[src/rtl/shift_sequencer.sv]
// ============================================================================
// Module   : shift_sequencer
// Purpose  : Splits a 0..31 shift into passes of at most 15 through an
//            external combinational shifter and reports the result with flags.
// Revision : 1.0 - initial release
// ============================================================================
`default_nettype none

module shift_sequencer (
  input  logic        clk,
  input  logic        rst,
  input  logic        req_valid,
  output logic        req_ready,
  input  logic [1:0]  req_op,
  input  logic [15:0] req_data,
  input  logic [4:0]  req_amt,
  output logic        rsp_valid,
  input  logic        rsp_ready,
  output logic [15:0] rsp_data,
  output logic [3:0]  rsp_cond,
  output logic [15:0] sh_a,
  output logic [3:0]  sh_opcode,
  output logic [3:0]  sh_d,
  input  logic [15:0] sh_out,
  output logic        busy
);

  typedef enum logic [1:0] {
    ST_IDLE = 2'd0,
    ST_PASS = 2'd1,
    ST_DONE = 2'd2
  } state_t;

  state_t      r_state;
  logic [15:0] r_work;
  logic [1:0]  r_op;
  logic [4:0]  r_rem;
  logic        r_rsp_valid;
  logic [15:0] r_rsp_data;
  logic [3:0]  r_rsp_cond;

  logic [3:0]  w_d;
  logic [4:0]  w_rem_next;
  logic [3:0]  w_idx_left;
  logic [3:0]  w_idx_right;
  logic        w_carry;
  logic        w_in_pass;

  assign w_in_pass  = (r_state == ST_PASS);
  assign w_d        = (r_rem > 5'd15) ? 4'd15 : r_rem[3:0];
  assign w_rem_next = r_rem - {1'b0, w_d};

  // Modulo-16 arithmetic gives 16-d and d-1 for d in 1..15.
  assign w_idx_left  = 4'd0 - w_d;
  assign w_idx_right = w_d - 4'd1;

  always_comb begin
    w_carry = 1'b0;
    if (w_d != 4'd0) begin
      case (r_op)
        2'b00:   w_carry = r_work[w_idx_left];
        2'b10,
        2'b11:   w_carry = r_work[w_idx_right];
        default: w_carry = 1'b0;
      endcase
    end
  end

  assign sh_a      = w_in_pass ? r_work : 16'h0000;
  assign sh_opcode = w_in_pass ? {2'b10, r_op} : 4'd0;
  assign sh_d      = w_in_pass ? w_d : 4'd0;

  assign req_ready = (r_state == ST_IDLE);
  assign busy      = (r_state != ST_IDLE);
  assign rsp_valid = r_rsp_valid;
  assign rsp_data  = r_rsp_data;
  assign rsp_cond  = r_rsp_cond;

  always_ff @(posedge clk) begin
    if (rst) begin
      r_state     <= ST_IDLE;
      r_rsp_valid <= 1'b0;
      r_rsp_data  <= 16'h0000;
      r_rsp_cond  <= 4'b0000;
      r_work      <= 16'h0000;
      r_rem       <= 5'd0;
      r_op        <= 2'd0;
    end else begin
      case (r_state)
        ST_IDLE: begin
          if (req_valid) begin
            r_work  <= req_data;
            r_op    <= req_op;
            r_rem   <= req_amt;
            r_state <= ST_PASS;
          end
        end
        ST_PASS: begin
          r_work <= sh_out;
          r_rem  <= w_rem_next;
          if (w_rem_next == 5'd0) begin
            r_state     <= ST_DONE;
            r_rsp_valid <= 1'b1;
            r_rsp_data  <= sh_out;
            r_rsp_cond  <= {sh_out[15], (sh_out == 16'h0000), w_carry, 1'b0};
          end
        end
        ST_DONE: begin
          if (rsp_ready) begin
            r_state     <= ST_IDLE;
            r_rsp_valid <= 1'b0;
          end
        end
        default: begin
          r_state     <= ST_IDLE;
          r_rsp_valid <= 1'b0;
        end
      endcase
    end
  end

endmodule

`default_nettype wire

[config.mk]
export PLATFORM = sky130hd
export DESIGN_NAME = shift_sequencer
export DESIGN_NICKNAME = d
export VERILOG_FILES = /design/src/rtl/shift_sequencer.sv
export SDC_FILE = /design/constraint.sdc
export NUM_CORES = 1
export LEC_CHECK = 0
export CORE_UTILIZATION = 45
export DETAILED_ROUTE_END_ITERATION = 7
export GPL_TIMING_DRIVEN = 1
export PLACE_DENSITY = 0.9
export SLEW_MARGIN = 20
export SYNTH_ARGS = -nofsm -noshare
export SYNTH_HDL_FRONTEND = slang
export SYNTH_SLANG_ARGS = --single-unit
[constraint.sdc]
create_clock -name clk -period 3.7 [get_ports clk]
set_input_delay 1.11 -clock clk [delete_from_list [all_inputs] [get_ports clk]]
set_output_delay 1.11 -clock clk [all_outputs]
set_load 0.02 [all_outputs]
==> reports/summary.txt, run 1 <==
Worst-path maximum fanout = 18
Main combinational cell family by area after synthesis = simple AND/OR/NAND/NOR gates
Critical path capture point = sh_d[0]
Vias = 2663
Top FF cell, synth = dfxtp_1
Cells after Synth = 342
Family with the most delay on the worst path = flip-flops
Clk_lat worst skew = 0.30 ns
Num ports = 90
Reg2Reg Depth = 8
Layout cells sized above 1 = 0.0537
GR Util met2 = 0.418
CTS root buf = clkbuf_8
Initial Util = 0.466
Post-synth EDFFs = 0
Seq/Total Area, Yosys = 0.345
Min-Delay Path Class = reg2reg
Adder-cell share of the synthesized area = 0.0196
Initial antenna violation count = 0
Placer congestion estimate = 0.914
Number of nets with antenna violations after routing = 0
CP startpoint = r_rem[4]
CTS Buf Count = 5
Simple-Gate Fraction of Synth Area = 0.285
Yosys Warn Count = 0
Synthesized flop and latch total = 44
Post-CTS Resized = 0
Syn Area/Cell = 7.46 um^2
Slew Limit Fails = 0
WS Path Type = reg2out
Post-route DRC = 0
Critical-path top delay cell = dfxtp_1
Switching Power = 0.672 mW
H-Tree Depth = 2
Maximum vdd drop = 0.355 mV
Chip width = 77.3 um
Crit end category = primary output
Status = finished, final reports clean
Vias in the first global route = 2471
Core outline area = 5470 um^2
Final hold violations = 0
RSZ-0062 raised after global routing = false
Final cell utilization of the core = 0.643
Die Ht = 77.3 um
First-pass GRT wire length = 12000 um
Post-Syn Area = 2550 um^2
Xor and xnor area share after synthesis = 0.0167
Pwr dens = 519 nW/um^2
Post-CTS setup buffers = 0
Commonest non-fill, non-tap cells in the layout = clkdlybuf4s50_1, nand2_1, dfxtp_1, nor2_1, a21oi_1
Area grow syn2layout = 38.0%
Worst-Margin Slew = 0.797 ns
Post-layout min period = 3.19 ns
Slowest stage delay, CP = 0.69 ns
Die area = 5970 um^2
Crit share post-route = 0.862
Switching share of total power = 0.368
Nets@finish = 457
Dpl hpwl = 5370 um
Reg2Reg Launch Point = r_rem[4]
Final Setup Violations = 0
GRT busiest layer = met2
DRT Pass-1 Iters = 4
GRT Total Usage = 0.251
Worst EP arrival = 2.08 ns
Crit path depth = 3
Overflow after GRT = 0
Critical Path Source Type = flip-flop
Buffers on Ports = 87
CTS tree = done
Met1 Use GR = 0.332
R2r setup slk = 0.66 ns
Clock Skew = 0.0105 ns
FF-to-FF End = rsp_cond[1]
# hold bufs at CTS = 0
P_int = 1.15 mW
First DRT Iteration DRCs = 204
Max cap viols = 0
Largest net degree at the start of global routing = 45
Fmax = 314 MHz
Total Wirelength = 7330 um
Met3 Track Usage GR = 0.0488
Vias per cell = 5.52
CP Cell Sequence = nor2_1 -> nor2_1 -> clkdlybuf4s50_1
WL/cell = 15.2 um
CP required = 2.59 ns
CTS clk-pin slew, worst paths = 0.08 ns
Buffers & Inverters on Critical Path = 1
Synth Area in Compound Gates = 0.190
Setup_tns = 0 ns
Core Rows = 27
Leak = 1.28 nW
Critical Path Most Common Cell = nor2_1
Clock sink count = 44
Fraction of registers with async set/reset = 0
Clock Power Share = 0.235
Gate power share = 0.424
Post-synth cell types = 46
Slew Limit Headroom = 0.467
Clock tree buffer depth = 2
Commonest non-fill, non-tap cell in the layout = clkdlybuf4s50_1
Multiplexer share of the synthesized area = 0.0750
N_diodes = 0
Sequential power share = 0.342
[final cells by class]
type                       instances  area, um^2
fill                             494        1950
inverter                           6        22.5
clock buffer                       5        68.8
tap                               72        90.1
multi-input combinational        263        1510
sequential                        44         881
timing repair buffer              90         893
clock inverter                     2        60.1
[state kept, by name (all words and copies together) (netlist names)]
name,cells
r_state,2
rsp_data,16
r_work,16
rsp_valid,1
rsp_cond,2
r_op,2
r_rem,5
[worst min path at each step]
stage | startpoint | endpoint | slack, ns | cells past startpoint
finish | rsp_data[14] | rsp_data[14] | 0.46 | 2
floorplan | r_op[0] | r_op[0] | 0.44 | 2
detailed placement | rsp_data[10] | rsp_data[10] | 0.45 | 2
global route | rsp_data[5] | rsp_data[5] | 0.48 | 2
CTS | rsp_data[10] | rsp_data[10] | 0.46 | 2
global placement | rsp_data[1] | rsp_data[1] | 0.44 | 2
[metrics by stage]
step | setup WS (ns) | area [um^2] | std cells | power (mW) | hold WS, ns
global route | 0.392 | 3520 | 482 | 1.93 | 0.482
finish | 0.511 | 3520 | 482 | 1.83 | 0.463
detailed placement | 0.736 | 3390 | 475 | 1.40 | 0.451
CTS | 0.517 | 3520 | 482 | 1.82 | 0.463
floorplan | 1.18 | 2550 | 343 | 1.15 | 0.440
global placement | 0.820 | 3390 | 475 | 1.39 | 0.443
[metal layers]
layer | wire (um) | vias up | share of wire
li1 | - | 1316 | -
met1 | 3200 | 1236 | 0.44
met2 | 3630 | 105 | 0.49
met3 | 460 | 6 | 0.063
met4 | 42 | 0 | 0.0057
met5 | 0 | - | 0
[worst reg2reg max path: stages, from the launching register on]
cell and delay [ns]:
dfxtp_1 0.49, nor2_1 0.63, ha_1 0.47, xnor2_1 0.28
mux2_2 0.39, a221oi_1 0.27, a211oi_1 0.12, a31oi_1 0.18
o31ai_1 0.09
[cell usage after synthesis, types with 4 or more instances]
library cell  number  area share
nor4_1             5       0.012
nor2_1            36       0.053
mux2i_1            9       0.035
a221oi_1           4       0.014
ha_1               4       0.020
nand2_1           82        0.12
buf_4              8       0.024
dfxtp_1           44        0.35
clkbuf_1          18       0.026
nand2b_1           4      0.0098
nand3_1            4      0.0078
a21oi_1           28       0.055
o21ai_0            6       0.012
mux2_2             7       0.031
a311oi_1          18       0.062
inv_1              6      0.0088
and2_1            20       0.049
[cell families (layout without fill, tap and decap cells)]
group,count (synthesis),count (layout)
buf+inv,36,103
mux,17,17
fa+ha+maj,4,4
other cells,1,2
flops,44,44
compound gates,72,72
simple gates,164,164
xor+xnor,4,4
[power by group through the flow]
stage	sequential, mW	clock, mW	combinational [mW]
4_1_cts	0.622	0.431	0.769
3_3_place_gp	0.630	0	0.758
5_1_grt	0.633	0.452	0.844
3_5_place_dp	0.633	0	0.765
2_1_floorplan	0.617	0	0.533
6_report	0.624	0.429	0.774
Power figures use the tool's default switching activity.
==> run 2, diff against run 1 <==
--- a/config.mk
+++ b/config.mk
@@ -5,6 +5,7 @@
 export SDC_FILE = /design/constraint.sdc
 export NUM_CORES = 1
 export LEC_CHECK = 0
+export ABC_CLOCK_PERIOD_IN_PS = 3380
 export CORE_UTILIZATION = 45
 export DETAILED_ROUTE_END_ITERATION = 7
 export GPL_TIMING_DRIVEN = 1
==> constraint.sdc (replaced) <==
create_clock -name clk -period 3.38 [get_ports clk]
set_input_delay 1.014 -clock clk [delete_from_list [all_inputs] [get_ports clk]]
set_output_delay 1.014 -clock clk [all_outputs]
set_load 0.02 [all_outputs]
==> reports/summary.txt, run 2 (synthesis gave the netlist of run 1 again) <==
DRT Pass-1 Iters = 4 (unchanged)
Crit share post-route = 0.913
CP Cell Sequence = nand2b_1 -> inv_1 -> and2_1 -> clkdlybuf4s50_1
Worst-path maximum fanout = 23 (+5)
Largest net degree at the start of global routing = 45 (unchanged)
Buffers on Ports = 87 (unchanged)
Design Power = 1.96 mW (+7.1%)
Hold path startpoint = rsp_data[13]
First DRT Iteration DRCs = 204 (unchanged)
Sequential power share = 0.349 (+0.007)
Vias in the first global route = 2489 (+0.73%)
Place WS = 0.480 ns (-0.256 ns)
P_int = 1.22 mW (+5.5%)
Layout cells sized above 1 = 0.0583 (+0.00459)
Vias = 2638 (-0.94%)
Vias per cell = 5.45 (-1.3%)
FF-to-FF End = rsp_cond[1]
Worst EP arrival = 2.07 ns (about the same)
Maximum vdd drop = 0.297 mV (-16%)
CP startpoint = r_state[0]
Core outline area = 5470 um^2 (unchanged)
Critical Path Source Type = flip-flop
CTS root buf = clkbuf_8
R2r setup slk = 0.45 ns (-0.21 ns)
Nets@finish = 458 (+0.22%)
Worst-Margin Slew = 0.772 ns (-0.0245 ns)
Clock tree buffer depth = 2 (unchanged)
Number of nets with antenna violations after routing = 0 (unchanged)
Hold depth = 2 (unchanged)
Post-CTS Resized = 0 (unchanged)
Placer congestion estimate = 0.889 (-2.8%)
RSZ-0062 raised after global routing = false
Buffers & Inverters on Critical Path = 2 (+1)
Clock sink count = 44 (unchanged)
Dpl hpwl = 5420 um (+0.99%)
Clk_lat worst skew = 0.29 ns (about the same)
CTS clk-pin slew, worst paths = 0.08 ns (about the same)
Total Wirelength = 7290 um (-0.57%)
Overflow after GRT = 0 (unchanged)
Pwr dens = 555 nW/um^2 (+7.1%)
Worst setup margin = 0.295 ns (-0.215 ns)
Fin area = 3520 um^2 (unchanged)
First-pass GRT wire length = 12000 um (+0.18%)
WS Path Type = reg2out
Slew Limit Fails = 0 (unchanged)
Chip width = 77.3 um (unchanged)
Final Setup Violations = 0 (unchanged)
Min-Delay Path Class = reg2reg
Switching Power = 0.738 mW (+9.8%)
Post-layout min period = 3.08 ns
Dpl cell area = 3400 um^2 (+0.22%)
CP required = 2.37 ns (-0.22 ns)
Reg2Reg Depth = 8 (unchanged)
GRT Total Usage = 0.250 (-0.000817)
CTS Buf Count = 5 (unchanged)
Num ports = 90 (unchanged)
Critical-path top delay cell = clkdlybuf4s50_1
Clock Skew = 0.00480 ns (-0.00574 ns)
Setup_tns = 0 ns (unchanged)
Initial antenna violation count = 0 (unchanged)
Post-route DRC = 0 (unchanged)
# hold bufs at CTS = 0 (unchanged)
Family with the most delay on the worst path = buffers and inverters
Post-CTS setup buffers = 0 (unchanged)
Clock Power Share = 0.218 (-0.017)
Slew Limit Headroom = 0.484 (+0.0164)
Commonest non-fill, non-tap cells in the layout = clkdlybuf4s50_1, nand2_1, dfxtp_1, nor2_1, a21oi_1
Slowest stage delay, CP = 0.60 ns (-0.09 ns)
WL/cell = 15.1 um (-0.98%)
Die area = 5970 um^2 (unchanged)
Area grow syn2layout = 38.0% (unchanged)
N_diodes = 0 (unchanged)
Fmax = 324 MHz
Commonest non-fill, non-tap cell in the layout = clkdlybuf4s50_1
Fill cells = 488 (-1.2%)
H-Tree Depth = 2 (unchanged)
Gate power share = 0.433 (+0.009)
Reg2Reg Launch Point = r_rem[4]
Die Ht = 77.3 um (unchanged)
Status = finished, final reports clean
Switching share of total power = 0.378 (+0.00947)
Initial Util = 0.466 (unchanged)
Max cap viols = 0 (unchanged)
CTS tree = done
Final hold violations = 0 (unchanged)
Crit end category = primary output
Core Rows = 27 (unchanged)
Leak = 1.29 nW (+0.13%)
WHS Endpoint = rsp_data[13]
run 2: metal layers:
layer / part of all wire / global-route usage / vias to the layer above / wire (um)
met4: 0.017 / 0.0830 / 0 / 125
li1: - / - / 1315 / -
met5: 0 / 0 / - / 0
met1: 0.44 / 0.329 / 1212 / 3190
met2: 0.48 / 0.413 / 100 / 3490
met3: 0.067 / 0.0429 / 11 / 490
run 2: worst max-delay path by stage:
stage,endpoint,slack (ns),depth (start not counted)
6_report,sh_a[4],0.30,4
5_1_grt,sh_a[4],0.16,4
4_1_cts,sh_a[4],0.27,4
3_5_place_dp,rsp_cond[1],0.48,8
3_3_place_gp,rsp_cond[1],0.45,8
2_1_floorplan,rsp_cond[1],0.86,11
run 2: metrics by stage:
| stage | hold slack (ns) | cells | util |
|---|---|---|---|
| floorplan | 0.440 | 343 | - |
| global placement | 0.442 | 476 | 0.621 |
| detailed placement | 0.448 | 476 | 0.621 |
| CTS | 0.461 | 484 | 0.643 |
| global route | 0.484 | 484 | 0.643 |
| finish | 0.457 | 484 | 0.643 |
run 2: tightest hold or removal path: stages, from the launching register on:
cell     delay (ns)
dfxtp_1        0.32
nand2_1        0.05
a21oi_1        0.05
run 2: cell type report:
cell class / count / area, um^2 / share of cell area
inverter: 6 / 22.5 / 0.00640
clock buffer: 6 / 82.6 / 0.0235
sequential: 44 / 881 / 0.250
multi-input combinational: 263 / 1510 / 0.428
clock inverter: 2 / 38.8 / 0.0110
tap: 72 / 90.1 / 0.0256
timing repair buffer: 91 / 901 / 0.256
run 2: power by group through the flow:
stage                     Clock [mW]  Sequential [mW]  Combinational (mW)
after CTS                      0.431            0.683               0.848
final                          0.426            0.683               0.846
after detailed placement           0            0.695               0.842
after global routing           0.457            0.696               0.926
after global placement             0            0.692               0.834
after floorplan                    0            0.676               0.584
==> run 3, diff against run 2 <==
==> constraint.sdc (replaced) <==
create_clock -name clk -period 3.38 [get_ports clk]
set_input_delay 1.014 -clock clk [delete_from_list [all_inputs] [get_ports clk]]
set_output_delay 1.014 -clock clk [all_outputs]
set_load 0.1 [all_outputs]
==> reports/summary.txt, run 3 (synthesis gave the netlist of run 1 again) <==
Status = finished, final reports clean
Nets@finish = 460 (+0.44%)
Die area = 5970 um^2 (unchanged)
Dpl hpwl = 5740 um (+5.9%)
Post-route DRC = 0 (unchanged)
Worst EP arrival = 3.15 ns (+1.08 ns)
H-Tree Depth = 2 (unchanged)
Switching Power = 1.09 mW (+47%)
DRT Pass-1 Iters = 4 (unchanged)
Post-CTS Resized = 0 (unchanged)
Core outline area = 5470 um^2 (unchanged)
Largest net degree at the start of global routing = 45 (unchanged)
Layout cells sized above 1 = 0.174 (+0.116)
P_int = 1.23 mW (+1.2%)
Post-CTS setup buffers = 0 (unchanged)
Vias in the first global route = 2567 (+3.1%)
Critical Path Source Type = flip-flop
Core Rows = 27 (unchanged)
N_diodes = 0 (unchanged)
Maximum vdd drop = 0.335 mV (+13%)
Clk_lat worst skew = 0.30 ns (about the same)
Clock tree buffer depth = 2 (unchanged)
First DRT Iteration DRCs = 184 (-9.8%)
Crit share post-route = 0.877 (-0.0352)
Fmax = 337 MHz (+4.0%)
Worst setup margin = 0.414 ns (+0.119 ns)
Placer congestion estimate = 0.857 (-3.5%)
Place WS = 0.485 ns (+0.00523 ns)
Max cap viols = 0 (unchanged)
Min-Delay Path Class = reg2reg
CTS Buf Count = 5 (unchanged)
GRT Total Usage = 0.258 (+0.00735)
Switching share of total power = 0.469 (+0.0910)
Final hold violations = 0 (unchanged)
Leak = 1.44 nW (+12%)
Slew Limit Fails = 0 (unchanged)
CP required = 3.57 ns (+1.20 ns)
Vias = 2730 (+3.5%)
Area grow syn2layout = 45.2%
Sequential power share = 0.291 (-0.058)
Number of nets with antenna violations after routing = 0 (unchanged)
Chip width = 77.3 um (unchanged)
Worst-Margin Slew = 0.827 ns (+0.0547 ns)
Clock Power Share = 0.174 (-0.044)
Commonest non-fill, non-tap cell in the layout = nand2_1
CTS tree = done
Initial Util = 0.466 (unchanged)
Clock sink count = 44 (unchanged)
Pwr dens = 626 nW/um^2 (+13%)
# hold bufs at CTS = 0 (unchanged)
Overflow after GRT = 0 (unchanged)
Clock Skew = 0.00268 ns (-0.00213 ns)
Post-layout min period = 2.97 ns (-0.119 ns)
CTS clk-pin slew, worst paths = 0.08 ns (about the same)
Num ports = 90 (unchanged)
Slew Limit Headroom = 0.447 (-0.0365)
RSZ-0062 raised after global routing = false
Vias per cell = 5.62 (+3.1%)
Final Setup Violations = 0 (unchanged)
Total Wirelength = 7720 um (+5.8%)
Worst-path maximum fanout = 11 (-52%)
CTS root buf = clkbuf_8
WS Path Type = reg2reg
WL/cell = 15.9 um (+5.4%)
Buffers on Ports = 87 (unchanged)
First-pass GRT wire length = 12400 um (+3.2%)
Gate power share = 0.535 (+0.102)
Crit end category = flip-flop
Initial antenna violation count = 0 (unchanged)
Setup_tns = 0 ns (unchanged)
Commonest non-fill, non-tap cells in the layout = nand2_1, dfxtp_1, clkdlybuf4s50_1, nor2_1
Die Ht = 77.3 um (unchanged)
-- run 3: cell count changes in the layout (fill, tap and decap cells not counted) --
cell	previous run	this run
clkinv_4	1	0
clkdlybuf4s50_1	87	42
buf_12	0	23
clkbuf_8	6	5
nor2_2	1	2
clkinv_2	0	1
nor2_1	36	35
buf_4	4	28
clkinvlp_4	0	1
-- run 3: final timing paths --
path                                   from          end  slack (ns)  cells after the start
worst min register to register  rsp_data[2]  rsp_data[2]        0.47                      2
worst max register to register     r_rem[0]  rsp_cond[1]        0.41                      8
worst max-delay path               r_rem[0]  rsp_cond[1]        0.41                      8
worst min-delay path            rsp_data[2]  rsp_data[2]        0.47                      2
-- run 3: cell type report --
class	instances	area, um^2
Sequential cell	44	881
Clock inverter	3	42.5
Clock buffer	5	68.8
Timing Repair Buffer	93	1090
Multi-Input combinational cell	263	1510
Tap cell	72	90.1
Inverter	6	22.5
Fill cell	460	1770
-- run 3: worst max-delay path: stages, from the launching register on --
cell	delay (ns)
dfxtp_1	0.41
nor2_1	0.63
ha_1	0.47
xnor2_1	0.29
mux2_2	0.39
a221oi_1	0.25
a211oi_1	0.11
a31oi_1	0.20
o31ai_1	0.09
-- run 3: power groups by stage --
stage                     Combinational (mW)  Sequential [mW]  Clock, mW
after floorplan                        0.772            0.818          0
after global placement                  1.22            0.682          0
after detailed placement                1.23            0.684          0
after CTS                               1.24            0.672      0.411
after global routing                    1.31            0.686      0.432
final                                   1.24            0.674      0.405
-- run 3: layer usage --
metal,up-vias,wire (um),global-route usage
li1,1324,-,-
met1,1276,3270,0.328
met2,116,3880,0.444
met3,14,459,0.0464
met4,0,101,0.0660
met5,-,0,0
-- run 3: stage by stage --
stage	instances	hold slack, ns	power (mW)	area (um^2)	util
after detailed placement	478	0.452	1.92	3590	0.656
final	486	0.465	2.32	3700	0.677
after floorplan	343	0.440	1.59	2560	-
after global routing	486	0.486	2.43	3700	0.677
after global placement	478	0.444	1.90	3590	0.656
after CTS	486	0.466	2.32	3700	0.677
